===== src/rtl/pwm_fade_pkg.sv =====
`default_nettype none
// ============================================================================
// Module      : pwm_fade_pkg
// Description : Shared types, default widths and the saturating step helper
//               used by the PWM fade controller and its prescaler.
// Revision    : 1.0 - initial release
// ============================================================================
package pwm_fade_pkg;

    typedef enum logic [0:0] {
        IDLE = 1'b0,
        RAMP = 1'b1
    } fade_state_t;

    localparam int c_BIT_WIDTH = 8;
    localparam int c_RATE_W    = 16;
    // Working width of sat_step; callers zero-extend into it and truncate back.
    localparam int c_SAT_W     = 32;

    // Move cur toward tgt by at most step. The gap is taken one bit wider
    // than the operands so the comparison can never wrap, which guarantees
    // the result lands on tgt instead of overshooting it.
    function automatic logic [c_SAT_W-1:0] sat_step(
        input logic [c_SAT_W-1:0] cur,
        input logic [c_SAT_W-1:0] tgt,
        input logic [c_SAT_W-1:0] step
    );
        logic [c_SAT_W:0] gap;
        logic [c_SAT_W:0] stp;
        stp = {1'b0, step};
        if (tgt >= cur) begin
            gap      = {1'b0, tgt} - {1'b0, cur};
            sat_step = (gap <= stp) ? tgt : (cur + step);
        end else begin
            gap      = {1'b0, cur} - {1'b0, tgt};
            sat_step = (gap <= stp) ? tgt : (cur - step);
        end
    endfunction

endpackage
`default_nettype wire


===== src/rtl/pwm_fade_if.sv =====
`default_nettype none
// ============================================================================
// Module      : pwm_fade_if
// Description : Fade-request channel (valid/ready plus target duty, step and
//               rate). master = requester, slave = fade controller.
// Revision    : 1.0 - initial release
// ============================================================================
interface pwm_fade_if #(
    parameter int BIT_WIDTH = 8,
    parameter int RATE_W    = 16
);
    logic                 tgt_valid;
    logic                 tgt_ready;
    logic [BIT_WIDTH-1:0] tgt_duty;
    logic [BIT_WIDTH-1:0] tgt_step;
    logic [RATE_W-1:0]    tgt_rate;

    modport master (
        output tgt_valid, tgt_duty, tgt_step, tgt_rate,
        input  tgt_ready
    );

    modport slave (
        input  tgt_valid, tgt_duty, tgt_step, tgt_rate,
        output tgt_ready
    );
endinterface
`default_nettype wire


===== src/rtl/pwm_fade_tick.sv =====
`default_nettype none
// ============================================================================
// Module      : pwm_fade_tick
// Description : Programmable prescaler. tick is high while cnt == rate, so a
//               tick occurs once every rate+1 enabled clocks.
// Ports       : clk, rst_n (async, active low)
//               clr  - force count to zero (wins over en)
//               en   - advance the count this clock
//               rate - terminal count
//               tick - count has reached rate
// Revision    : 1.0 - initial release
// ============================================================================
module pwm_fade_tick #(
    parameter int RATE_W = 16
) (
    input  wire logic              clk,
    input  wire logic              rst_n,
    input  wire logic              clr,
    input  wire logic              en,
    input  wire logic [RATE_W-1:0] rate,
    output      logic              tick
);

    logic [RATE_W-1:0] cnt_q;
    logic [RATE_W-1:0] cnt_d;

    assign tick = (cnt_q == rate);

    always_comb begin
        cnt_d = cnt_q;
        if (clr) begin
            cnt_d = '0;
        end else if (en) begin
            cnt_d = tick ? '0 : (cnt_q + 1'b1);
        end
    end

    always_ff @(posedge clk or negedge rst_n) begin
        if (!rst_n) begin
            cnt_q <= '0;
        end else begin
            cnt_q <= cnt_d;
        end
    end

endmodule
`default_nettype wire


===== src/rtl/pwm_fade_ctrl.sv =====
`default_nettype none
// ============================================================================
// Module      : pwm_fade_ctrl
// Description : Accepts a target duty over a valid/ready channel and ramps the
//               registered duty output toward it in saturating steps, one step
//               every rate+1 un-frozen clocks. Drives pwm_module duty/max_value.
// Ports       : clk, rst_n (async, active low)
//               tgt       - request channel (slave side)
//               freeze    - hold duty and prescaler
//               duty      - current duty (registered)
//               max_value - constant MAX_VALUE
//               busy      - ramp in progress
//               done      - one-cycle pulse on request completion
// Revision    : 1.0 - initial release
// ============================================================================
module pwm_fade_ctrl
    import pwm_fade_pkg::*;
#(
    parameter int                   BIT_WIDTH = c_BIT_WIDTH,
    parameter int                   RATE_W    = c_RATE_W,
    parameter logic [BIT_WIDTH-1:0] MAX_VALUE = {BIT_WIDTH{1'b1}}
) (
    input  wire logic                 clk,
    input  wire logic                 rst_n,
    pwm_fade_if.slave                 tgt,
    input  wire logic                 freeze,
    output      logic [BIT_WIDTH-1:0] duty,
    output      logic [BIT_WIDTH-1:0] max_value,
    output      logic                 busy,
    output      logic                 done
);

    fade_state_t          state_q,  state_d;
    logic [BIT_WIDTH-1:0] duty_q,   duty_d;
    logic [BIT_WIDTH-1:0] target_q, target_d;
    logic [BIT_WIDTH-1:0] step_q,   step_d;
    logic [RATE_W-1:0]    rate_q,   rate_d;
    logic                 done_q,   done_d;

    logic                 w_accept;
    logic                 w_run;
    logic                 w_tick;
    logic [BIT_WIDTH-1:0] w_tgt_clamp;
    logic [BIT_WIDTH-1:0] w_step_fix;
    logic [BIT_WIDTH-1:0] w_next_duty;

    assign tgt.tgt_ready = (state_q == IDLE);
    assign busy          = (state_q == RAMP);
    assign duty          = duty_q;
    assign done          = done_q;
    assign max_value     = MAX_VALUE;

    assign w_accept    = tgt.tgt_valid && (state_q == IDLE);
    assign w_tgt_clamp = (tgt.tgt_duty > MAX_VALUE) ? MAX_VALUE : tgt.tgt_duty;
    assign w_step_fix  = (tgt.tgt_step == '0) ? BIT_WIDTH'(1) : tgt.tgt_step;

    // Frozen edges must not advance the prescaler, so freeze gates its enable.
    assign w_run = (state_q == RAMP) && !freeze;

    assign w_next_duty = BIT_WIDTH'(sat_step(c_SAT_W'(duty_q),
                                             c_SAT_W'(target_q),
                                             c_SAT_W'(step_q)));

    pwm_fade_tick #(
        .RATE_W (RATE_W)
    ) u_tick (
        .clk   (clk),
        .rst_n (rst_n),
        .clr   (w_accept),
        .en    (w_run),
        .rate  (rate_q),
        .tick  (w_tick)
    );

    always_comb begin
        state_d  = state_q;
        duty_d   = duty_q;
        target_d = target_q;
        step_d   = step_q;
        rate_d   = rate_q;
        done_d   = 1'b0;
        case (state_q)
            IDLE: begin
                if (w_accept) begin
                    target_d = w_tgt_clamp;
                    step_d   = w_step_fix;
                    rate_d   = tgt.tgt_rate;
                    // Already at the target: complete without ramping.
                    if (w_tgt_clamp == duty_q) begin
                        done_d = 1'b1;
                    end else begin
                        state_d = RAMP;
                    end
                end
            end
            RAMP: begin
                if (w_run && w_tick) begin
                    duty_d = w_next_duty;
                    if (w_next_duty == target_q) begin
                        state_d = IDLE;
                        done_d  = 1'b1;
                    end
                end
            end
            default: begin
                state_d = IDLE;
            end
        endcase
    end

    always_ff @(posedge clk or negedge rst_n) begin
        if (!rst_n) begin
            state_q  <= IDLE;
            duty_q   <= '0;
            target_q <= '0;
            step_q   <= '0;
            rate_q   <= '0;
            done_q   <= 1'b0;
        end else begin
            state_q  <= state_d;
            duty_q   <= duty_d;
            target_q <= target_d;
            step_q   <= step_d;
            rate_q   <= rate_d;
            done_q   <= done_d;
        end
    end

endmodule
`default_nettype wire


===== src/flat_wrapper.sv =====
// flat-port wrapper written by rule: the top's interface ports become plain ports
module pwm_fade_ctrl_flat import pwm_fade_pkg::*;
#(
    parameter int                   BIT_WIDTH = c_BIT_WIDTH,
    parameter int                   RATE_W    = c_RATE_W,
    parameter logic [BIT_WIDTH-1:0] MAX_VALUE = {BIT_WIDTH{1'b1}}
)
  (clk, rst_n, freeze, duty, max_value, busy, done, tgt_tgt_valid, tgt_tgt_duty, tgt_tgt_step, tgt_tgt_rate, tgt_tgt_ready);
  pwm_fade_if #(.BIT_WIDTH(BIT_WIDTH), .RATE_W(RATE_W)) tgt_i ();
  input  wire logic clk;
  input  wire logic rst_n;
  input  wire logic freeze;
  output      logic [BIT_WIDTH-1:0] duty;
  output      logic [BIT_WIDTH-1:0] max_value;
  output      logic busy;
  output      logic done;
  input wire logic [$bits(tgt_i.tgt_valid)-1:0] tgt_tgt_valid;
  input wire logic [$bits(tgt_i.tgt_duty)-1:0] tgt_tgt_duty;
  input wire logic [$bits(tgt_i.tgt_step)-1:0] tgt_tgt_step;
  input wire logic [$bits(tgt_i.tgt_rate)-1:0] tgt_tgt_rate;
  output wire logic [$bits(tgt_i.tgt_ready)-1:0] tgt_tgt_ready;
  assign tgt_i.tgt_valid = tgt_tgt_valid;
  assign tgt_i.tgt_duty = tgt_tgt_duty;
  assign tgt_i.tgt_step = tgt_tgt_step;
  assign tgt_i.tgt_rate = tgt_tgt_rate;
  assign tgt_tgt_ready = tgt_i.tgt_ready;
  pwm_fade_ctrl #(.BIT_WIDTH(BIT_WIDTH), .RATE_W(RATE_W), .MAX_VALUE(MAX_VALUE)) u_core (.clk(clk), .rst_n(rst_n), .tgt(tgt_i), .freeze(freeze), .duty(duty), .max_value(max_value), .busy(busy), .done(done));
endmodule

===== config.mk =====
export PLATFORM = sky130hd
export DESIGN_NAME = pwm_fade_ctrl_flat
export DESIGN_NICKNAME = d
export VERILOG_FILES = /design/src/rtl/pwm_fade_pkg.sv /design/src/rtl/pwm_fade_if.sv /design/src/rtl/pwm_fade_tick.sv /design/src/rtl/pwm_fade_ctrl.sv /design/src/flat_wrapper.sv
export SDC_FILE = /design/constraint.sdc
export NUM_CORES = 1
export LEC_CHECK = 0
export BUFFER_PORTS_ARGS = -buffer_cell sky130_fd_sc_hd__buf_4
export CELL_PAD_IN_SITES_DETAIL_PLACEMENT = 1
export CELL_PAD_IN_SITES_GLOBAL_PLACEMENT = 1
export CORE_MARGIN = 3
export CORE_UTILIZATION = 49
export DETAILED_ROUTE_END_ITERATION = 6
export PLACE_DENSITY = 0.95
export SYNTH_ARGS = -nofsm -noshare
export SYNTH_HDL_FRONTEND = slang
export SYNTH_SLANG_ARGS = --single-unit

===== constraint.sdc =====
create_clock -name clk -period 8.67 [get_ports clk]
set_input_delay 0.4335 -clock clk [delete_from_list [all_inputs] [get_ports clk]]
set_output_delay 0.4335 -clock clk [all_outputs]
set_load 0.02 [all_outputs]

== After elaboration in Yosys (flattened, before gate mapping) ==
Index checks and enable logic that the tools add are counted.
Word-level totals
  flip-flop bits (word level): 58
  input port bits: 36
  output and inout port bits: 19
  word-level logic and storage cells: 46
Cells by class
  add/sub/neg operators: 5
  order comparisons: 4
  equality and inequality tests: 3
  multiplexer cells: 18
  bitwise gates (word level): 1
  reduce and logical (&&, ||, !) cells: 8
Operator list (count)
  33-bit by 8-bit less-or-equal comparator with 1-bit output: 2
  16-bit 2-to-1 mux: 3
  8-bit 2-to-1 mux: 5
  8-bit by 8-bit subtractor with 9-bit output: 2
  16-bit by 1-bit adder with 16-bit output, second input constant: 1
  16-bit equality test: 1
  8-bit equality test: 2
  8-bit adder: 1
  8-bit greater-or-equal comparator: 1
  8-bit > comparator, second input constant: 1
  8-bit zero test: 1
  1-bit 2-to-1 mux: 8
  8-bit subtractor: 1
  1-bit case mux with 2 select lines: 2
  2-bit AND reduction: 2
  1-bit logical AND: 3
  2-bit nonzero test: 1
  1-bit zero test: 1
  1-bit NOT: 1

== Depth between registers and ports, before layout ==
Gate-level depths: netlist of the first run.
  depth in word-level cells: 8
  depth in mapped cells: 18
  mapped depth without buffers: 17

== Cells and area by module ==
A second synthesis of the first run with hierarchy kept.
Unflattened totals
  cell total of the unflattened synthesis: 578
  area total of the unflattened synthesis: 5243.8 µm²
By module, submodules not included
  pwm_fade_ctrl: times used 1, cells each 449, area each 3987.6 µm², sequential area each 1051.0 µm²
  pwm_fade_tick: times used 1, cells each 129, area each 1256.2 µm², sequential area each 400.4 µm²

== Worst setup path before layout of the first run ==
OpenSTA, ideal clock, no wires.
  kind: reg-to-reg
  start: reg u_core.duty_q[1], in the netlist u_core.duty[1]
  end: reg u_core.duty_q[6], in the netlist u_core.duty[6]
  setup time: 0.086 ns
  arrival: 3.708 ns
  data required time: 8.584 ns
  setup slack: 4.877 ns
  stages on the path, launching flop included: 15
  buffers on the path: 0
  period minus slack after synthesis: 3.793 ns
  path through: dfrtp_1 > inv_1 > fa_1 > a21o_1 > a21oi_1 > o21bai_1 > a21oi_1 > xnor2_1 > ha_1 > a211o_1 > nor4_1 > o32ai_2 > mux2_4 > o221a_1 > a32oi_1
On the way
  word-level cells in the longest chain between the ends: 4
  elaborated cells on any way between the ends: 10
  those cells by class: add/sub: 4; order compare: 3; mux: 3
Ends and longest elaborated chain
  start: declaration: line pwm_fade_ctrl.sv:34  | logic [BIT_WIDTH-1:0] duty_q, duty_d;
  start signal: assignment: line pwm_fade_ctrl.sv:121  | duty_q <= duty_d;
  8-bit by 8-bit subtractor with 9-bit output, on equally long branches: line pwm_fade_pkg.sv:35, pwm_fade_pkg.sv:32
  33-bit by 8-bit less-or-equal comparator with 1-bit output, on equally long branches: line pwm_fade_pkg.sv:36, pwm_fade_pkg.sv:33
  8-bit 2-to-1 mux, on equally long branches: line pwm_fade_pkg.sv:36, pwm_fade_pkg.sv:33
  8-bit 2-to-1 mux (*): line pwm_fade_pkg.sv:31  | if (tgt >= cur) begin
Every way passes the cells marked *; elsewhere a longest branch is shown, timed or not.
A chain may end at the register's enable or synchronous reset.

== Worst setup path in the final report of the first run ==
  start: reg u_core.duty_q[1], in the netlist u_core.duty[1]
  end: reg u_core.duty_q[3], in the netlist u_core.duty[3]
The elaborated chain is that of the path after synthesis.

==> results of run 1 <==
kinds of logic after synthesis:
group           Yosys count  share of synthesized area
simple gates            172                     0.1729
compound gates          137                     0.1844
buf+inv                  63                    0.05485
xor+xnor                 61                     0.1084
flops                    58                     0.2946
fa+ha+maj                50                     0.1331
mux                      22                    0.05104
other cells               1                  0.0007611
per-stage QoR:
| step | hold WS [ns] | area [sq um] |
|---|---|---|
| finish | 0.1581 | 5544 |
| global route | 0.2045 | 5544 |
| CTS | 0.1914 | 5544 |
| detailed placement | 0.5167 | 5325 |
| global placement | 0.5115 | 5325 |
| floorplan | 0.1379 | 4954 |
layout make-up:
| class | instances | area [sq um] |
|---|---|---|
| fill | 1126 | 3959 |
| multi-input combinational | 450 | 3239 |
| sequential | 58 | 1451 |
| timing repair buffer | 46 | 345.3 |
| tap | 129 | 161.4 |
| clock buffer | 11 | 141.4 |
| inverter | 34 | 127.6 |
| clock inverter | 5 | 77.57 |
registers in the layout, summed over array words and instances (netlist names):
name	cells
u_core.u_tick.cnt_q	16
u_core.busy	1
u_core.done	1
u_core.rate_q	16
u_core.duty	8
u_core.target_q	8
u_core.step_q	8
worst paths after layout:
check                                     end  slack, ns
setup / recovery               u_core.duty[3]       4.44
hold / removal             u_core.target_q[1]       0.16
setup reg to reg               u_core.duty[3]       4.44
hold reg to reg              u_core.rate_q[0]       0.53
max in group asynchronous   u_core.rate_q[12]       8.00
min in group clk             u_core.step_q[1]       0.31
power breakdown:
part           switching (uW)  internal, uW
clock                     124           169
combinational             343           230
sequential               55.2           304
total                     522           703
synth_stat cells (8+ instances only):
library cell	count	share of area
a21oi_1	23	0.023
and3_1	8	0.010
buf_4	8	0.012
clkbuf_1	16	0.012
dfrtp_1	58	0.29
ha_1	46	0.12
inv_1	34	0.026
mux2_2	17	0.039
nand2_1	46	0.035
nand3_1	19	0.019
nand4_1	11	0.014
nor2_1	41	0.031
nor2b_1	10	0.013
nor4_1	11	0.014
o21ai_0	40	0.041
o21ai_1	14	0.014
xnor2_1	27	0.048
xor2_1	34	0.060
routing by layer:
layer / vias to the layer above / track usage / wire, microns / share of wire
li1: 2064 / - / - / -
met1: 2334 / 0.3492 / 6481 / 0.39
met2: 208 / 0.5394 / 8488 / 0.51
met3: 61 / 0.05222 / 857 / 0.052
met4: 0 / 0.1267 / 690 / 0.042
met5: - / 0 / 0 / 0
worst max-delay path: stages (launching register included):
cell,delay [ns]
dfrtp_1,0.59
inv_1,0.20
ha_1,0.37
nor2b_1,0.14
o21ai_0,0.16
nand2b_1,0.11
a21o_1,0.20
a21oi_1,0.24
o21ai_1,0.12
xor2_1,0.15
ha_1,0.21
a211o_1,0.29
nor4_1,0.26
o32ai_2,0.23
and2_1,0.29
a221oi_1,0.33
a41oi_1,0.16
placed cells by master (no fill, tap or decap), types with 14 or more instances in the layout:
cell type | Yosys | final
a21oi_1 | 23 | 23
buf_4 | 8 | 46
dfrtp_1 | 58 | 58
ha_1 | 46 | 46
inv_1 | 34 | 34
mux2_2 | 17 | 17
nand2_1 | 46 | 46
nand3_1 | 19 | 19
nor2_1 | 41 | 41
o21ai_0 | 40 | 40
o21ai_1 | 14 | 14
xnor2_1 | 27 | 27
xor2_1 | 34 | 34
==> impl_metrics.sql, run 1 <==
INSERT INTO impl_metrics (metric_group, metric, value, unit) VALUES
('outcome', 'status', 'finished, final reports clean', ''),
('drt', 'drt-wirelength-per-cell', '22.53', 'microns'),
('synthesis', 'synth_area', '4927', 'sq um'),
('cts', 'cts_root_buffer', 'clkbuf_8', ''),
('power_and_ir_drop', 'irDropWorstVdd', '0.0001311', 'V'),
('drt', 'drtAntennaViolNets', '0', ''),
('worst_hold_path', 'worst_hold_path_type', 'in2async', ''),
('final_layout', 'finalNonFillerCells', '733', ''),
('drt', 'drtPass1Iterations', '5', ''),
('cts', 'cts-buffers-inserted', '9', ''),
('cts', 'cts_tree', 'built', ''),
('setup_path', 'critical_path.max_fanout', '9', ''),
('drt', 'routed_via_density', '6.367', ''),
('sta', 'transition_time_of_the_tightest_slew_check_pin', '1.185', 'ns'),
('floorplanning', 'floorplan.rows', '35', ''),
('global_routing', 'grt_overflow', '0', ''),
('sta', 'report.final.hold_viol_count', '0', ''),
('setup_path', 'timing.reg2reg.worst_path_depth', '16', ''),
('synthesis', 'synth.lib_cells_used.distinct', '67', ''),
('placed_design', 'placed_cell_count', '717', ''),
('placed_design', 'place_worst_setup_slack', '4.544', 'ns'),
('global_routing', 'grt_max_degree', '59', ''),
('cts', 'ctsLongestPathBuffers', '2', ''),
('power_and_ir_drop', 'pd_cells', '221.0', 'nW/um^2'),
('setup_path', 'element_type_at_the_critical_path_end', 'flip-flop', ''),
('synthesis', 'ys_seq_area_frac', '0.2946', ''),
('power_and_ir_drop', 'post-layout-total-power', '1225', 'uW'),
('sta', 'clock_skew', '0.009871', 'ns'),
('sta', 'final-max-slew-violation-count', '0', ''),
('sta', 'post-route-worst-setup-slack', '4.440', 'ns'),
('synthesis', 'main_synth_ff_type', 'dfrtp_1', ''),
('sta', 'rsz_0062_raised_after_global_routing', 'no', ''),
('cts', 'ctsResizeCount', '0', ''),
('cts', 'clock-sinks', '58', ''),
('synthesis', 'netlist_instances', '564', ''),
('floorplanning', 'core_area', '9503', 'sq um'),
('setup_path', 'critical_path.startpoint_type', 'flip-flop', ''),
('drt', 'drt_drc_violations_left', '0', ''),
('cts', 'worst_skew_pair.late_latency', '0.35', 'ns'),
('drt', 'initialDrtViolationCount', '318', ''),
('run', 'cap_violations', '0', ''),
('placed_design', 'placement.io_buffers', '46', ''),
('floorplanning', 'die_w', '106.3', 'microns'),
('setup_path', 'worst_setup_path_startpoint', 'u_core.duty[1]', ''),
('final_layout', 'num_antenna_cells', '0', ''),
('cts', 'cts_post_setup_buffers_inserted', '0', ''),
('placed_design', 'place.detailed.hpwl', '11920', 'microns'),
('final_layout', 'layout-area-overhead-vs-synth', '12.52', '%'),
('cts', 'htree_levels', '3', ''),
('synthesis', 'synth-async-reset-ratio', '1.000', ''),
('sta', 'final_min_period_over_clock_period', '0.4878', ''),
('final_layout', 'fraction_of_layout_cells_with_a_size_suffix_above_1', '0.1556', ''),
('cts', 'worst_setup_hold_path_clk_slew', '0.07', 'ns'),
('floorplanning', 'die_area', '11290', 'sq um'),
('synthesis', 'yosys_warnings', '0', ''),
('global_routing', 'first_global_vias', '5046', ''),
('global_routing', 'groute.usage.overall', '0.2998', ''),
('floorplanning', 'die_height', '106.3', 'microns'),
('sta', 'timing.final.setup_violations', '0', ''),
('synthesis', 'postSynthRegisterBits', '58', ''),
('synthesis', 'syn_avg_cell_area', '8.736', 'sq um'),
('final_layout', 'post-route-util', '0.5834', ''),
('synthesis', 'number_of_enable_flip_flop_cells_after_synthesis', '0', ''),
('global_routing', 'antenna_violations_before_repair', '0', ''),
('cts', 'holdBufCountCts', '0', ''),
('final_layout', 'design.final.nets', '685', ''),
('setup_path', 'critPathArrivalTime', '4.40', 'ns'),
('sta', 'post-route-min-period', '4.230', 'ns'),
('setup_path', 'reg2reg_from', 'u_core.duty[1]', ''),
('sta', 'max_freq', '236.4', 'MHz'),
('floorplanning', 'io-pin-count', '55', ''),
('power_and_ir_drop', 'cellLeakagePower', '0.002504', 'uW'),
('setup_path', 'timing.critical_path.required', '8.84', 'ns'),
('sta', 'setup_tns', '0', 'ns'),
('setup_path', 'worst-setup-path-type', 'reg2reg', ''),
('drt', 'num_vias', '4667', ''),
('global_routing', 'grt_first_pass_wirelength', '26600', 'microns'),
('placed_design', 'place_congestion', '0.9344', ''),
('drt', 'postRouteWirelength', '16520', 'microns'),
('sta', 'max-slew-margin-rel', '0.2086', ''),
('floorplanning', 'initial_utilization', '0.5185', '');
Power figures use the tool's default switching activity.
==> inputs of run 2 (changes only) <==
ABC_AREA = 1   (was default)
CORE_UTILIZATION = 44   (was 49)
PLACE_DENSITY = 0.91   (was 0.95)
clock period = 4.3 ns   (was 8.67 ns; I/O delays follow)
==> run 2 against run 1 <==
Against the previous run:
- clock power increased by 90%
- sequential power increased by 120%
- via count grew 3.1%
- first-iteration DRC count decreased by 19%
- maximum frequency grew 5.4%
- combinational power grew to 3.3 times the previous value
- clock skew increased by 0.0049 ns
- sequential share of layout area decreased by 0.14 points
- register-to-register slack worse by 4.2 ns
==> impl_metrics.sql, run 2 <==
INSERT INTO impl_metrics (metric_group, metric, value, unit) VALUES
('drt', 'routed_via_density', '5.611', ''),
('synthesis', 'main_synth_ff_type', 'dfrtp_1', ''),
('setup_path', 'timing.reg2reg.setup_slack', '0.29', 'ns'),
('drt', 'initialDrtViolationCount', '259', ''),
('worst_hold_path', 'hold_end', 'u_core.rate_q[4]', ''),
('final_layout', 'multi_input_comb_area', '3049', 'sq um'),
('final_layout', 'num_antenna_cells', '0', ''),
('setup_path', 'timing.critical_path.required', '4.53', 'ns'),
('synthesis', 'yosys_warnings', '0', ''),
('synthesis', 'netlist_instances', '673', ''),
('synthesis', 'ys_top_cells_by_area', 'dfrtp_1 (29%), nand2_1 (15%), ha_1 (12%)', ''),
('synthesis', 'syn_avg_cell_area', '7.316', 'sq um'),
('final_layout', 'fraction_of_layout_cells_with_a_size_suffix_above_1', '0.1288', ''),
('synthesis', 'synth_area', '4923', 'sq um'),
('setup_path', 'worst-setup-path-type', 'reg2reg', ''),
('floorplanning', 'die_w', '111.8', 'microns'),
('setup_path', 'reg2reg_from', 'u_core.duty[2]', ''),
('final_layout', 'layout.cells.most_common', 'nand2_1', ''),
('global_routing', 'antenna_violations_before_repair', '1', ''),
('synthesis', 'synthMostInstantiatedCell', 'nand2_1', ''),
('setup_path', 'r2r_end', 'u_core.busy', ''),
('setup_path', 'critical_path.max_fanout', '10', ''),
('cts', 'htree_levels', '3', ''),
('sta', 'max-slew-margin-rel', '0.3841', ''),
('power_and_ir_drop', 'pd_cells', '585.8', 'nW/um^2'),
('synthesis', 'yosys.area.top_type_share', '0.2948', ''),
('setup_path', 'element_type_at_the_critical_path_end', 'flip-flop', ''),
('final_layout', 'reg.largest.list', 'u_core.rate_q x16, u_core.u_tick.cnt_q x16', ''),
('sta', 'max_freq', '249.3', 'MHz'),
('drt', 'num_vias', '4814', ''),
('synthesis', 'synth.top_cells.by_count', 'nand2_1 (193), inv_1 (80), nand3_1 (61)', ''),
('drt', 'drt-wirelength-per-cell', '18.61', 'microns'),
('setup_path', 'critPathArrivalTime', '4.25', 'ns'),
('cts', 'worst_skew_pair.late_latency', '0.36', 'ns'),
('setup_path', 'crit_cells', '23', ''),
('sta', 'report.final.hold_viol_count', '0', ''),
('drt', 'postRouteWirelength', '15970', 'microns'),
('floorplanning', 'core_area', '10600', 'sq um'),
('floorplanning', 'initial_utilization', '0.4644', ''),
('setup_path', 'crit_chain', 'inv_1, ha_1, nand2_1, nor2_1, a211oi_2, o21ai_0, a21oi_1, nor2_1, nor2_1, xor2_1, ha_1, nand4_1, nand2_2, nand2_4, nand2_1, nand3_1, nand2_1, nand2_1, nand2_1, nor2_1, nand2_1, o21bai_1, nand2_1', ''),
('final_layout', 'nFillCells', '1370', ''),
('floorplanning', 'floorplan.rows', '37', ''),
('global_routing', 'grt_first_pass_wirelength', '25680', 'microns'),
('cts', 'worst_setup_hold_path_clk_slew', '0.08', 'ns'),
('cts', 'ctsLongestPathBuffers', '2', ''),
('global_routing', 'groute.usage.overall', '0.2569', ''),
('global_routing', 'grt_max_degree', '59', ''),
('final_layout', 'finalInstanceArea', '5578', 'sq um'),
('final_layout', 'design.final.nets', '804', ''),
('floorplanning', 'io-pin-count', '55', ''),
('synthesis', 'number_of_enable_flip_flop_cells_after_synthesis', '0', ''),
('power_and_ir_drop', 'irDropWorstVdd', '0.0003263', 'V'),
('global_routing', 'first_global_vias', '5104', ''),
('setup_path', 'critical_path.startpoint_type', 'flip-flop', ''),
('worst_hold_path', 'worst_hold_path_type', 'in2reg', ''),
('final_layout', 'regArea', '1453', 'sq um'),
('final_layout', 'layout.cells.most_common_list', 'nand2_1 (193), inv_1 (80), nand3_1 (61)', ''),
('global_routing', 'grt_overflow', '0', ''),
('synthesis', 'synth.lib_cells_used.distinct', '46', ''),
('floorplanning', 'die_height', '111.8', 'microns'),
('sta', 'timing.final.setup_violations', '0', ''),
('power_and_ir_drop', 'cellLeakagePower', '0.002995', 'uW'),
('cts', 'clock-sinks', '58', ''),
('placed_design', 'post_dp_cell_area', '5355', 'sq um'),
('worst_hold_path', 'worst_hold_path.num_cells', '3', ''),
('cts', 'cts-buffers-inserted', '9', ''),
('setup_path', 'kind_of_cell_with_the_highest_combined_delay_on_the_critical_path', 'simple AND/OR/NAND/NOR gates', ''),
('placed_design', 'place_worst_setup_slack', '0.2447', 'ns'),
('placed_design', 'place.detailed.hpwl', '12240', 'microns'),
('placed_design', 'placement.io_buffers', '46', ''),
('drt', 'drtAntennaViolNets', '0', ''),
('setup_path', 'critical_path.most_common_cell', 'nand2_1', ''),
('worst_hold_path', 'hold_start', 'tgt_tgt_rate[4]', ''),
('synthesis', 'ys_seq_area_frac', '0.2948', ''),
('drt', 'drtPass1Iterations', '5', ''),
('run', 'cap_violations', '0', ''),
('setup_path', 'worst_path_largest_cell_delay', '0.48', 'ns'),
('cts', 'cts_post_setup_buffers_inserted', '0', ''),
('setup_path', 'critical_path.slowest_cell', 'dfrtp_1', ''),
('setup_path', 'timing.reg2reg.worst_path_depth', '23', ''),
('setup_path', 'buffer_and_inverter_count_on_the_worst_path', '1', ''),
('floorplanning', 'die_area', '12490', 'sq um'),
('final_layout', 'layout-area-overhead-vs-synth', '13.29', '%'),
('cts', 'cts_root_buffer', 'clkbuf_8', ''),
('drt', 'drt_drc_violations_left', '0', ''),
('sta', 'final_min_period_over_clock_period', '0.9329', ''),
('synthesis', 'synth-async-reset-ratio', '1.000', ''),
('sta', 'clock_skew', '0.01475', 'ns'),
('sta', 'final-max-slew-violation-count', '0', ''),
('sta', 'transition_time_of_the_tightest_slew_check_pin', '0.9155', 'ns'),
('synthesis', 'postSynthRegisterBits', '58', ''),
('cts', 'cts_tree', 'built', ''),
('synthesis', 'cell_type_with_the_highest_aggregate_area_in_the_netlist', 'dfrtp_1', ''),
('sta', 'post-route-min-period', '4.012', 'ns'),
('placed_design', 'place_congestion', '0.9733', ''),
('sta', 'post-route-worst-setup-slack', '0.2885', 'ns'),
('outcome', 'status', 'finished, final reports clean', '');
[run 2: area by class of cell]
type	count	share of cell area
timing repair buffer	50	0.06774
inverter	85	0.05765
multi-input combinational	514	0.5467
clock buffer	9	0.02221
clock inverter	6	0.01480
sequential	58	0.2604
tap	136	0.03051
[run 2: worst register-to-register path: stages (launching register included)]
cell and delay [ns]:
dfrtp_1 0.48, inv_1 0.15, ha_1 0.42, nand2_1 0.16
nor2_1 0.07, a211oi_2 0.28, o21ai_0 0.22, a21oi_1 0.18
nor2_1 0.06, nor2_1 0.13, xor2_1 0.18, ha_1 0.27
nand4_1 0.11, nand2_2 0.16, nand2_4 0.16, nand2_1 0.09
nand3_1 0.11, nand2_1 0.10, nand2_1 0.09, nand2_1 0.07
nor2_1 0.09, nand2_1 0.08, o21bai_1 0.14, nand2_1 0.07
[run 2: kinds of logic after synthesis]
logic type                 count (synthesis)  synth area share
AOI/OAI and AO/OA                         90            0.1093
xor gates and xnor gates                  42           0.07471
adders and majority gates                 50            0.1332
buffers and inverters                    108           0.09225
DFF                                       58            0.2948
other                                      1         0.0007617
and+or+nand+nor                          324            0.2950
[run 2: worst max-delay path by stage]
stage,startpoint,end,slack [ns]
CTS,u_core.duty[1],u_core.busy,0.16
finish,u_core.duty[2],u_core.busy,0.29
global route,u_core.duty[2],u_core.busy,-0.02
detailed placement,u_core.duty[1],u_core.busy,0.24
floorplan,u_core.duty[1],u_core.busy,0.86
global placement,u_core.duty[1],u_core.busy,0.67
[run 2: report_power, final]
group / switching [uW] / total, uW / internal, uW / leakage [uW]
logic: 1240 / 1910 / 673 / 0.00215
registers: 142 / 798 / 657 / 0.000740
clock network: 238 / 558 / 320 / 0.000105
total: 1620 / 3270 / 1650 / 0.00299
[run 2: repair_timing]
item | in CTS | in global routing
hold buffers | 1 | 0
endpoints found under the setup margin | 0 | 2
hold endpoints to repair | 58 | 0
resized for setup | 0 | 2
[run 2: metal layers]
| layer | GRT usage | vias to the layer above | wire [microns] |
|---|---|---|---|
| li1 | - | 2247 | - |
| met5 | 0 | - | 13 |
| met4 | 0.1054 | 2 | 493 |
| met2 | 0.4305 | 156 | 7698 |
| met3 | 0.04565 | 43 | 761 |
| met1 | 0.3268 | 2366 | 7003 |
[run 2: through the flow]
step                       TNS, ns  hold slack [ns]  total power [uW]    util  std cells
after floorplan                  0         -0.08059              2141       -        680
after global placement           0           0.3299              2523  0.5051        842
after detailed placement         0           0.3327              2649  0.5051        842
after CTS                        0          0.04200              3248  0.5256        858
after global routing      -0.02428          0.05191              3537  0.5261        858
final                            0          0.04730              3267  0.5261        858
==> inputs of run 3 (changes only) <==
ABC_AREA = default   (was 1)
CORE_UTILIZATION = 46   (was 44)
==> run 3 against run 2 <==
Against the previous run:
- hold slack improved by 0.038 ns
- die area is 4.0% lower
- critical endpoint is now u_core.duty[6]
- worst setup slack got worse by 0.045 ns
- register-to-register slack got worse by 0.04 ns
- sequential share of layout area fell by 0.057 points
- via count decreased by 6.6%
==> impl_metrics.sql, run 3 (synthesis gave the netlist of run 1 again) <==
INSERT INTO impl_metrics (metric_group, metric, value, unit) VALUES
('final_layout', 'layout-area-overhead-vs-synth', '13.36', '%'),
('setup_path', 'timing.reg2reg.setup_slack', '0.24', 'ns'),
('power_and_ir_drop', 'cellLeakagePower', '0.002523', 'uW'),
('global_routing', 'groute.usage.overall', '0.2680', ''),
('setup_path', 'kind_of_cell_with_the_highest_combined_delay_on_the_critical_path', 'compound AO/OA/AOI/OAI gates', ''),
('global_routing', 'grt_max_degree', '59', ''),
('drt', 'drt-wirelength-per-cell', '20.89', 'microns'),
('floorplanning', 'die_height', '109.5', 'microns'),
('setup_path', 'critical_path.slowest_cell', 'dfrtp_1', ''),
('sta', 'timing.final.setup_violations', '0', ''),
('sta', 'post-route-min-period', '4.056', 'ns'),
('cts', 'htree_levels', '3', ''),
('final_layout', 'layout.cells.most_common_list', 'dfrtp_1 (58), buf_4 (49), nand2_1 (46), ha_1 (46), nor2_1 (41)', ''),
('cts', 'ctsLongestPathBuffers', '2', ''),
('sta', 'max-slew-margin-rel', '0.3119', ''),
('drt', 'drt_drc_violations_left', '0', ''),
('setup_path', 'worst_path_largest_cell_delay', '0.42', 'ns'),
('setup_path', 'critical_path.startpoint_type', 'flip-flop', ''),
('global_routing', 'first_global_vias', '4977', ''),
('final_layout', 'layout.cells.most_common', 'dfrtp_1', ''),
('final_layout', 'finalInstanceArea', '5585', 'sq um'),
('drt', 'drtPass1Iterations', '5', ''),
('global_routing', 'grt_overflow', '0', ''),
('setup_path', 'element_type_at_the_critical_path_end', 'flip-flop', ''),
('drt', 'postRouteWirelength', '15540', 'microns'),
('global_routing', 'antenna_violations_before_repair', '0', ''),
('final_layout', 'post-route-util', '0.5386', ''),
('sta', 'transition_time_of_the_tightest_slew_check_pin', '1.028', 'ns'),
('drt', 'num_vias', '4497', ''),
('drt', 'drtAntennaViolNets', '0', ''),
('cts', 'cts_root_buffer', 'clkbuf_8', ''),
('drt', 'initialDrtViolationCount', '231', ''),
('run', 'cap_violations', '0', ''),
('worst_hold_path', 'worst_hold_path.num_cells', '3', ''),
('floorplanning', 'initial_utilization', '0.4751', ''),
('sta', 'setup_tns', '0', 'ns'),
('cts', 'holdBufCountCts', '1', ''),
('sta', 'clock_skew', '0.01149', 'ns'),
('floorplanning', 'die_w', '109.5', 'microns'),
('final_layout', 'reg.largest.list', 'u_core.rate_q x16, u_core.u_tick.cnt_q x16', ''),
('placed_design', 'post_dp_cell_area', '5356', 'sq um'),
('setup_path', 'buffer_and_inverter_count_on_the_worst_path', '2', ''),
('setup_path', 'critical_path.max_fanout', '8', ''),
('floorplanning', 'floorplan.rows', '37', ''),
('sta', 'rsz_0062_raised_after_global_routing', 'no', ''),
('cts', 'worst_skew_pair.late_latency', '0.36', 'ns'),
('worst_hold_path', 'worst_hold_path_type', 'in2reg', ''),
('cts', 'cts-buffers-inserted', '9', ''),
('setup_path', 'critPathArrivalTime', '4.32', 'ns'),
('cts', 'cts_post_setup_buffers_inserted', '0', ''),
('power_and_ir_drop', 'irDropWorstVdd', '0.0002453', 'V'),
('cts', 'cts_tree', 'built', ''),
('final_layout', 'num_antenna_cells', '0', ''),
('power_and_ir_drop', 'pd_cells', '436.5', 'nW/um^2'),
('placed_design', 'placed_cell_count', '727', ''),
('sta', 'max_freq', '246.5', 'MHz'),
('sta', 'final.hold.worst_slack', '0.08578', 'ns'),
('final_layout', 'fraction_of_layout_cells_with_a_size_suffix_above_1', '0.1595', ''),
('placed_design', 'place_congestion', '0.9112', ''),
('cts', 'ctsResizeCount', '0', ''),
('sta', 'final-max-slew-violation-count', '0', ''),
('cts', 'clock-sinks', '58', ''),
('setup_path', 'crit_chain', 'inv_1, ha_1, inv_1, fa_1, a21o_1, a21oi_1, o21bai_1, a21oi_1, xnor2_1, ha_1, a211o_1, nor4_1, o32ai_2, mux2_4, o221a_1, a32oi_1', ''),
('sta', 'report.final.hold_viol_count', '0', ''),
('floorplanning', 'io-pin-count', '55', ''),
('floorplanning', 'core_area', '10370', 'sq um'),
('final_layout', 'finalNonFillerCells', '744', ''),
('setup_path', 'worst-setup-path-type', 'reg2reg', ''),
('drt', 'routed_via_density', '6.044', ''),
('placed_design', 'place.detailed.hpwl', '11680', 'microns'),
('cts', 'worst_setup_hold_path_clk_slew', '0.07', 'ns'),
('floorplanning', 'die_area', '11990', 'sq um'),
('setup_path', 'crit_cells', '16', ''),
('setup_path', 'timing.critical_path.required', '4.57', 'ns'),
('outcome', 'status', 'finished, final reports clean', ''),
('placed_design', 'placement.io_buffers', '46', ''),
('global_routing', 'grt_first_pass_wirelength', '24720', 'microns'),
('sta', 'final_min_period_over_clock_period', '0.9433', ''),
('setup_path', 'timing.reg2reg.worst_path_depth', '16', ''),
('final_layout', 'design.final.nets', '689', '');
run 3: cell count changes in the layout (fill, tap and decap cells not counted), sizes merged, moves of 5 or more:
cell | previous run | this run
and3 | 0 | 8
nand2 | 203 | 46
nand3 | 64 | 19
o41ai | 0 | 7
mux2 | 0 | 19
nor2b | 0 | 10
nor2 | 36 | 41
inv | 83 | 34
nor4 | 4 | 11
a21oi | 31 | 24
o21ai | 37 | 55
nand2b | 0 | 6
xnor2 | 4 | 27
run 3: per-stage QoR:
stage                     power, uW  worst slack (ns)
after detailed placement       1815            0.3225
after global placement         1742            0.5821
final                          2438            0.2437
after CTS                      2420            0.2833
after floorplan                1498            0.5068
after global routing           2582          0.007943
run 3: path summary, 6_finish.rpt:
check / start / to
max in group asynchronous: rst_n / u_core.rate_q[13]
worst min-delay path: tgt_tgt_step[5] / u_core.step_q[5]
worst min register to register: u_core.rate_q[12] / u_core.rate_q[12]
worst max register to register: u_core.target_q[0] / u_core.duty[6]
worst max-delay path: u_core.target_q[0] / u_core.duty[6]
min in group asynchronous: rst_n / u_core.target_q[1]
run 3: metal layers:
layer  routed length (microns)  track usage
met4                       824       0.1487
met2                      7823       0.4786
met1                      6091       0.2884
met3                       803      0.06577
met5                         0            0
run 3: worst min-delay path, stage by stage:
cell and delay (ns):
buf_4 0.09, nand2_1 0.04, o21ai_0 0.06
run 3: power by group:
part / total, uW / switching [uW] / internal, uW
Clock: 593 / 252 / 341
Sequential: 712 / 99.5 / 613
Combinational: 1130 / 669 / 464
Total: 2440 / 1020 / 1420
run 3: cell type report:
type | instances | area (sq um)
inverter | 34 | 127.6
fill | 1274 | 4785
clock buffer | 11 | 141.4
clock inverter | 5 | 77.57
multi-input combinational | 450 | 3239
timing repair buffer | 50 | 377.9
sequential | 58 | 1451
tap | 136 | 170.2
